### src/rtl/hazard_stall_ctrl.sv
// Pipeline hazard detection: load-use, branch-operand and mult/div-busy stalls,
// plus the mult/div occupancy sequencer and a saturating stall-cycle counter.
module hazard_stall_ctrl #(
   parameter int MULT_CYC = 5,
   parameter int DIV_CYC  = 10
) (
   input  logic        clk,
   input  logic        reset,
   input  logic [31:0] instr_D,
   input  logic [31:0] instr_E,
   input  logic [31:0] instr_M,
   output logic        En_PC,
   output logic        En_FD,
   output logic        clr_DE,
   output logic        md_busy,
   output logic        md_done,
   output logic [31:0] stall_cnt
);

   localparam int MAX_CYC = (MULT_CYC > DIV_CYC) ? MULT_CYC : DIV_CYC;
   localparam int CW      = $clog2(MAX_CYC + 1);

   typedef enum logic {IDLE, BUSY} state_t;

   state_t        state_q, state_d;
   logic [CW-1:0] md_cnt_q, md_cnt_d;
   logic [31:0]   stall_cnt_q, stall_cnt_d;

   logic [5:0] op_D, op_E, op_M, funct_D, funct_E;
   logic [4:0] rs_D, rt_D, rt_E, rd_E, rt_M, dst_E;
   logic       rs_rd_D, rt_rd_D, wr_E, br_D, md_D, md_start_E;
   logic       stall_lu, stall_br, stall_md, stall;
   logic       unused;

   function automatic logic is_load(input logic [5:0] op);
      return op inside {6'h20, 6'h21, 6'h23, 6'h24, 6'h25};
   endfunction

   function automatic logic is_alu_wr(input logic [5:0] op, input logic [5:0] funct);
      if (op == 6'h00)
         return !(funct inside {6'h08, 6'h11, 6'h13, [6'h18:6'h1B]});
      return op inside {[6'h08:6'h0F]};
   endfunction

   // A destination of $0 never creates a hazard.
   function automatic logic src_hit(input logic [4:0] r, input logic [4:0] rs, input logic [4:0] rt,
                                    input logic rs_rd, input logic rt_rd);
      return (r != 5'd0) && ((rs_rd && (r == rs)) || (rt_rd && (r == rt)));
   endfunction

   assign op_D    = instr_D[31:26];
   assign rs_D    = instr_D[25:21];
   assign rt_D    = instr_D[20:16];
   assign funct_D = instr_D[5:0];
   assign op_E    = instr_E[31:26];
   assign rt_E    = instr_E[20:16];
   assign rd_E    = instr_E[15:11];
   assign funct_E = instr_E[5:0];
   assign op_M    = instr_M[31:26];
   assign rt_M    = instr_M[20:16];
   assign unused  = ^{instr_D[15:6], instr_E[25:21], instr_E[10:6], instr_M[25:21], instr_M[15:0]};

   always_comb begin
      rs_rd_D    = !(op_D inside {6'h02, 6'h03, 6'h0F});
      rt_rd_D    = (op_D == 6'h00) || (op_D inside {6'h04, 6'h05, 6'h28, 6'h29, 6'h2B});
      dst_E      = (op_E == 6'h00) ? rd_E : rt_E;
      wr_E       = is_load(op_E) || is_alu_wr(op_E, funct_E);
      br_D       = (op_D inside {6'h04, 6'h05}) ||
                   ((op_D == 6'h00) && (funct_D inside {6'h08, 6'h09}));
      md_D       = (op_D == 6'h00) && (funct_D inside {[6'h10:6'h13], [6'h18:6'h1B]});
      md_start_E = (op_E == 6'h00) && (funct_E inside {[6'h18:6'h1B]});

      stall_lu = is_load(op_E) && src_hit(rt_E, rs_D, rt_D, rs_rd_D, rt_rd_D);
      stall_br = br_D && ((wr_E && src_hit(dst_E, rs_D, rt_D, rs_rd_D, rt_rd_D)) ||
                          (is_load(op_M) && src_hit(rt_M, rs_D, rt_D, rs_rd_D, rt_rd_D)));
      stall_md = md_D && (md_busy || md_start_E);
      stall    = stall_lu | stall_br | stall_md;
   end

   assign En_PC     = ~stall;
   assign En_FD     = ~stall;
   assign clr_DE    = stall;
   assign md_busy   = (md_cnt_q != '0);
   assign stall_cnt = stall_cnt_q;

   always_comb begin
      state_d  = state_q;
      md_cnt_d = md_cnt_q;
      md_done  = 1'b0;
      case (state_q)
         IDLE: begin
            if (md_start_E && (md_cnt_q == '0)) begin
               state_d  = BUSY;
               md_cnt_d = funct_E[1] ? CW'(DIV_CYC) : CW'(MULT_CYC);
            end
         end
         BUSY: begin
            // A start seen here is dropped: the unit is occupied.
            if (md_cnt_q <= CW'(1)) begin
               md_done  = (md_cnt_q == CW'(1));
               md_cnt_d = '0;
               state_d  = IDLE;
            end else begin
               md_cnt_d = md_cnt_q - CW'(1);
            end
         end
         default: begin
            state_d  = IDLE;
            md_cnt_d = '0;
         end
      endcase
   end

   always_comb begin
      stall_cnt_d = stall_cnt_q;
      if (stall && (stall_cnt_q != 32'hFFFF_FFFF))
         stall_cnt_d = stall_cnt_q + 32'd1;
   end

   always_ff @(posedge clk) begin
      if (reset) begin
         state_q     <= IDLE;
         md_cnt_q    <= '0;
         stall_cnt_q <= '0;
      end else begin
         state_q     <= state_d;
         md_cnt_q    <= md_cnt_d;
         stall_cnt_q <= stall_cnt_d;
      end
   end

endmodule

### config.mk
export PLATFORM = sky130hd
export DESIGN_NAME = hazard_stall_ctrl
export DESIGN_NICKNAME = d
export VERILOG_FILES = /design/src/rtl/hazard_stall_ctrl.sv
export SDC_FILE = /design/constraint.sdc
export NUM_CORES = 1
export LEC_CHECK = 0
export CAP_MARGIN = 20
export CORE_MARGIN = 2
export CORE_UTILIZATION = 42
export DETAILED_ROUTE_END_ITERATION = 6
export PLACE_DENSITY = 0.87
export REMOVE_ABC_BUFFERS = 1
export SYNTH_ARGS = -nofsm -noshare
export SYNTH_HDL_FRONTEND = slang
export SYNTH_SLANG_ARGS = --single-unit
### constraint.sdc
create_clock -name clk -period 4.1 [get_ports clk]
set_clock_uncertainty 0.15 [all_clocks]
set_input_delay 0.41 -clock clk [delete_from_list [all_inputs] [get_ports clk]]
set_output_delay 0.41 -clock clk [all_outputs]
set_load 0.005 [all_outputs]
==> flow_summary.ini <==
[outcome]
status = completed

[yosys]
simple_gate_area_share_of_the_yosys_netlist_pct = 37.8
synth_warnings = 0
synth-seq-area-share_pct = 25.6
synth_enable_flop_cells = 0
ys_async_sr_fraction_pct = 0
synthAdderAreaFrac_pct = 1.30
synth_seq_cells = 37
ys_dominant_reg_cell = sky130_fd_sc_hd__dfxtp_1
synthesis.area_um2 = 2900
postSynthAreaPerCell_um2 = 7.75
dominant_combinational_cell_family_by_area_after_synthesis = simple AND/OR/NAND/NOR gates
post_synth_inst_count = 374
ys_types = 58
synth-compound-area-share_pct = 16.1
synth_mux_area_share_pct = 8.29
parity_gate_share_of_the_synthesized_area_counting_xor_and_xnor_cells_pct = 6.04

[detailed_routing]
drtPass1Iterations = 5
routed_wirelength_um = 8400
antenna_left = 0
route.vias.total = 3250
avgRoutedWirePerCell_um = 15.3
route.detailed.vias_per_inst = 5.90
drc = 0
detail_route.iter0.violations = 217

[layout]
areaGrowthSynthToFinish_pct = 40.8
final_net_count = 571
antenna-diode-count = 0
most-common-layout-cells = sky130_fd_sc_hd__clkdlybuf4s50_1 (91), sky130_fd_sc_hd__nor2_1 (39), sky130_fd_sc_hd__dfxtp_1 (37)
fin_area_um2 = 4080
layout.cells.most_common = sky130_fd_sc_hd__clkdlybuf4s50_1
postLayoutCoreUtil_pct = 60.7
seq_area_um2 = 741
final_cell_count_no_fill = 551
final.fill_count = 585
post_route_cells_drive_above_1_share_pct = 11.5
multi_input_area_um2 = 2030

[setup_path]
path_delay_family = simple AND/OR/NAND/NOR gates
critPathMostFrequentCell = sky130_fd_sc_hd__clkdlybuf4s50_1
crit_path_max_incr_delay_ps = 570
critPathBufInv = 3
worst-path-max-fanout = 6
critical_path_required_ps = 3540
timing.setup.critical_path_class = primary input to primary output
cpMaxStageDelayCell = sky130_fd_sc_hd__or4_4
worstPathCellList = clkdlybuf4s50_1, or4_4, nor3_4, buf_4, mux2i_1, and3b_1, and4b_1, o31ai_2, and2_4, clkdlybuf4s50_1
worst_setup_path_end_kind = primary output
start_kind = primary input
r2r-start = stall_cnt[10]
setup.worst_path.start = instr_E[26]
worstPathArrival_ps = 3440

[floorplan]
floorplan.initialDensity_pct = 43.1
dieHeight_um = 87.1
row_count = 30
horiz_die_dim_um = 87.1
top_level_ports = 135
core-area_um2 = 6720
overall_die_area_um2 = 7580

[min_path]
timing.hold.worst.class = register to register
min_from = md_cnt_q[2]

[grt]
grt_util_all_layers_pct = 21.5
grt_pass1_vias = 2958
initial_antenna_violation_count = 0
grt_pass1_wl_um = 13300
grt_max_degree = 57
overflow = 0

[power_and_ir_drop]
power.density_nw_per_um2 = 216
power_leakage_nw = 1.42
ir_drop_v = 0.000194

[clock_tree]
hold_buffers = 0
clock_tree_from_tritoncts = yes
cts_made_buffers = 5
clk_root_buffer_cell = sky130_fd_sc_hd__clkbuf_8
cts_num_sinks = 37
clkLatencyLatePin_ps = 290
worst_setup_hold_path_clk_slew_ps = 70
ctsHtreeMaxLevel = 2
clock_tree_buf_depth = 2

[placement]
input_output_buffers = 92
dp_hpwl_um = 6330
dpl.cell_count = 541
finalWeightedCongestion = 0.920
dpl-instance-area_um2 = 3910

[job]
drv.max_cap_violation_count = 0

[sta]
period_needed_ps = 4000
actual_slew_at_the_worst_max_slew_pin_ps = 925
final.period_utilization_pct = 97.6
max_clock_freq_ghz = 0.250
timing.final.setup_violations = 0
slew-limit-headroom_pct = 38.3
maxSlewViolCount = 0
final.setup.tns_ps = 0
timing.final.hold_violations = 0
-- worst paths after layout --
check / end / slack, ps / cells after the start
setup / recovery: En_FD / 100 / 10
setup reg to reg: stall_cnt[13] / 1150 / 10
hold reg to reg: md_cnt_q[2] / 360 / 2
hold / removal: md_cnt_q[2] / 360 / 2
-- cell usage after synthesis (all sizes together), types with 5 or more instances --
cell,number,area share [%]
nand2,27,3.5
a21oi,15,2.6
clkbuf,10,1.3
buf,5,1.5
o21ai,13,2.2
nand4,15,3.2
dfxtp,37,26
and3,6,1.3
nand3,14,2.4
nor3,12,2.5
nor2b,27,5.8
nor4,7,1.9
or4,14,3.9
inv,16,2.1
xor2,8,2.4
mux2,16,6.2
mux2i,6,2.1
o31ai,7,1.8
xnor2,12,3.6
nor2,39,5.1
or3,12,2.6
-- stage by stage --
stage / hold WS (ps) / setup WS [ps] / power (mW)
floorplan: 307 / 362 / 0.417
global placement: 339 / 84.8 / 0.504
detailed placement: 345 / 26.1 / 0.508
CTS: 357 / 95.2 / 0.882
global route: 392 / -65.7 / 0.911
finish: 357 / 99.7 / 0.883
-- area by class of cell --
class	instances	share of cell area, %
Multi-Input combinational cell	306	49.9
Clock buffer	5	1.69
Timing Repair Buffer	104	24.8
Sequential cell	37	18.2
Inverter	16	1.47
Clock inverter	3	1.60
Tap cell	80	2.45
-- registers in the layout (all words and copies together), names as in the netlist --
name       count
md_cnt_q       4
stall_cnt     32
state_q        1
-- power by group --
group	internal (mW)	switching (mW)	total, mW
Clock	0.242	0.138	0.380
Combinational	0.0788	0.0652	0.144
Sequential	0.359	0.000125	0.359
Total	0.680	0.203	0.883
-- routing by layer --
metal  up-vias  wire length [um]  part of all wire, %  GRT usage [%]
met4         0               136                  1.6           5.26
met1      1537              3460                   41           26.1
li1       1576                 -                    -              -
met3        18               595                  7.1           4.83
met2       119              4210                   50           38.4
met5         -                 0                    0              0
-- cell families (layout without fill, tap and decap cells) --
group                      Yosys count  in the layout
xor gates and xnor gates            20             20
and+or+nand+nor                    195            195
muxes                               22             22
DFF                                 37             37
AOI/OAI and AO/OA                   66             66
buffers and inverters               31            128
adders and majority gates            3              3
-- worst min-delay path, cell delays in order (launching register included) --
cell and delay (ps):
sky130_fd_sc_hd__dfxtp_1 350, sky130_fd_sc_hd__nand2_1 60, sky130_fd_sc_hd__a21oi_1 50
-- timing repair --
action,CTS,global route
endpoints found under the setup margin,0,3
buffers inserted,0,2
gates resized for setup,0,5
Power figures use the tool's default switching activity.
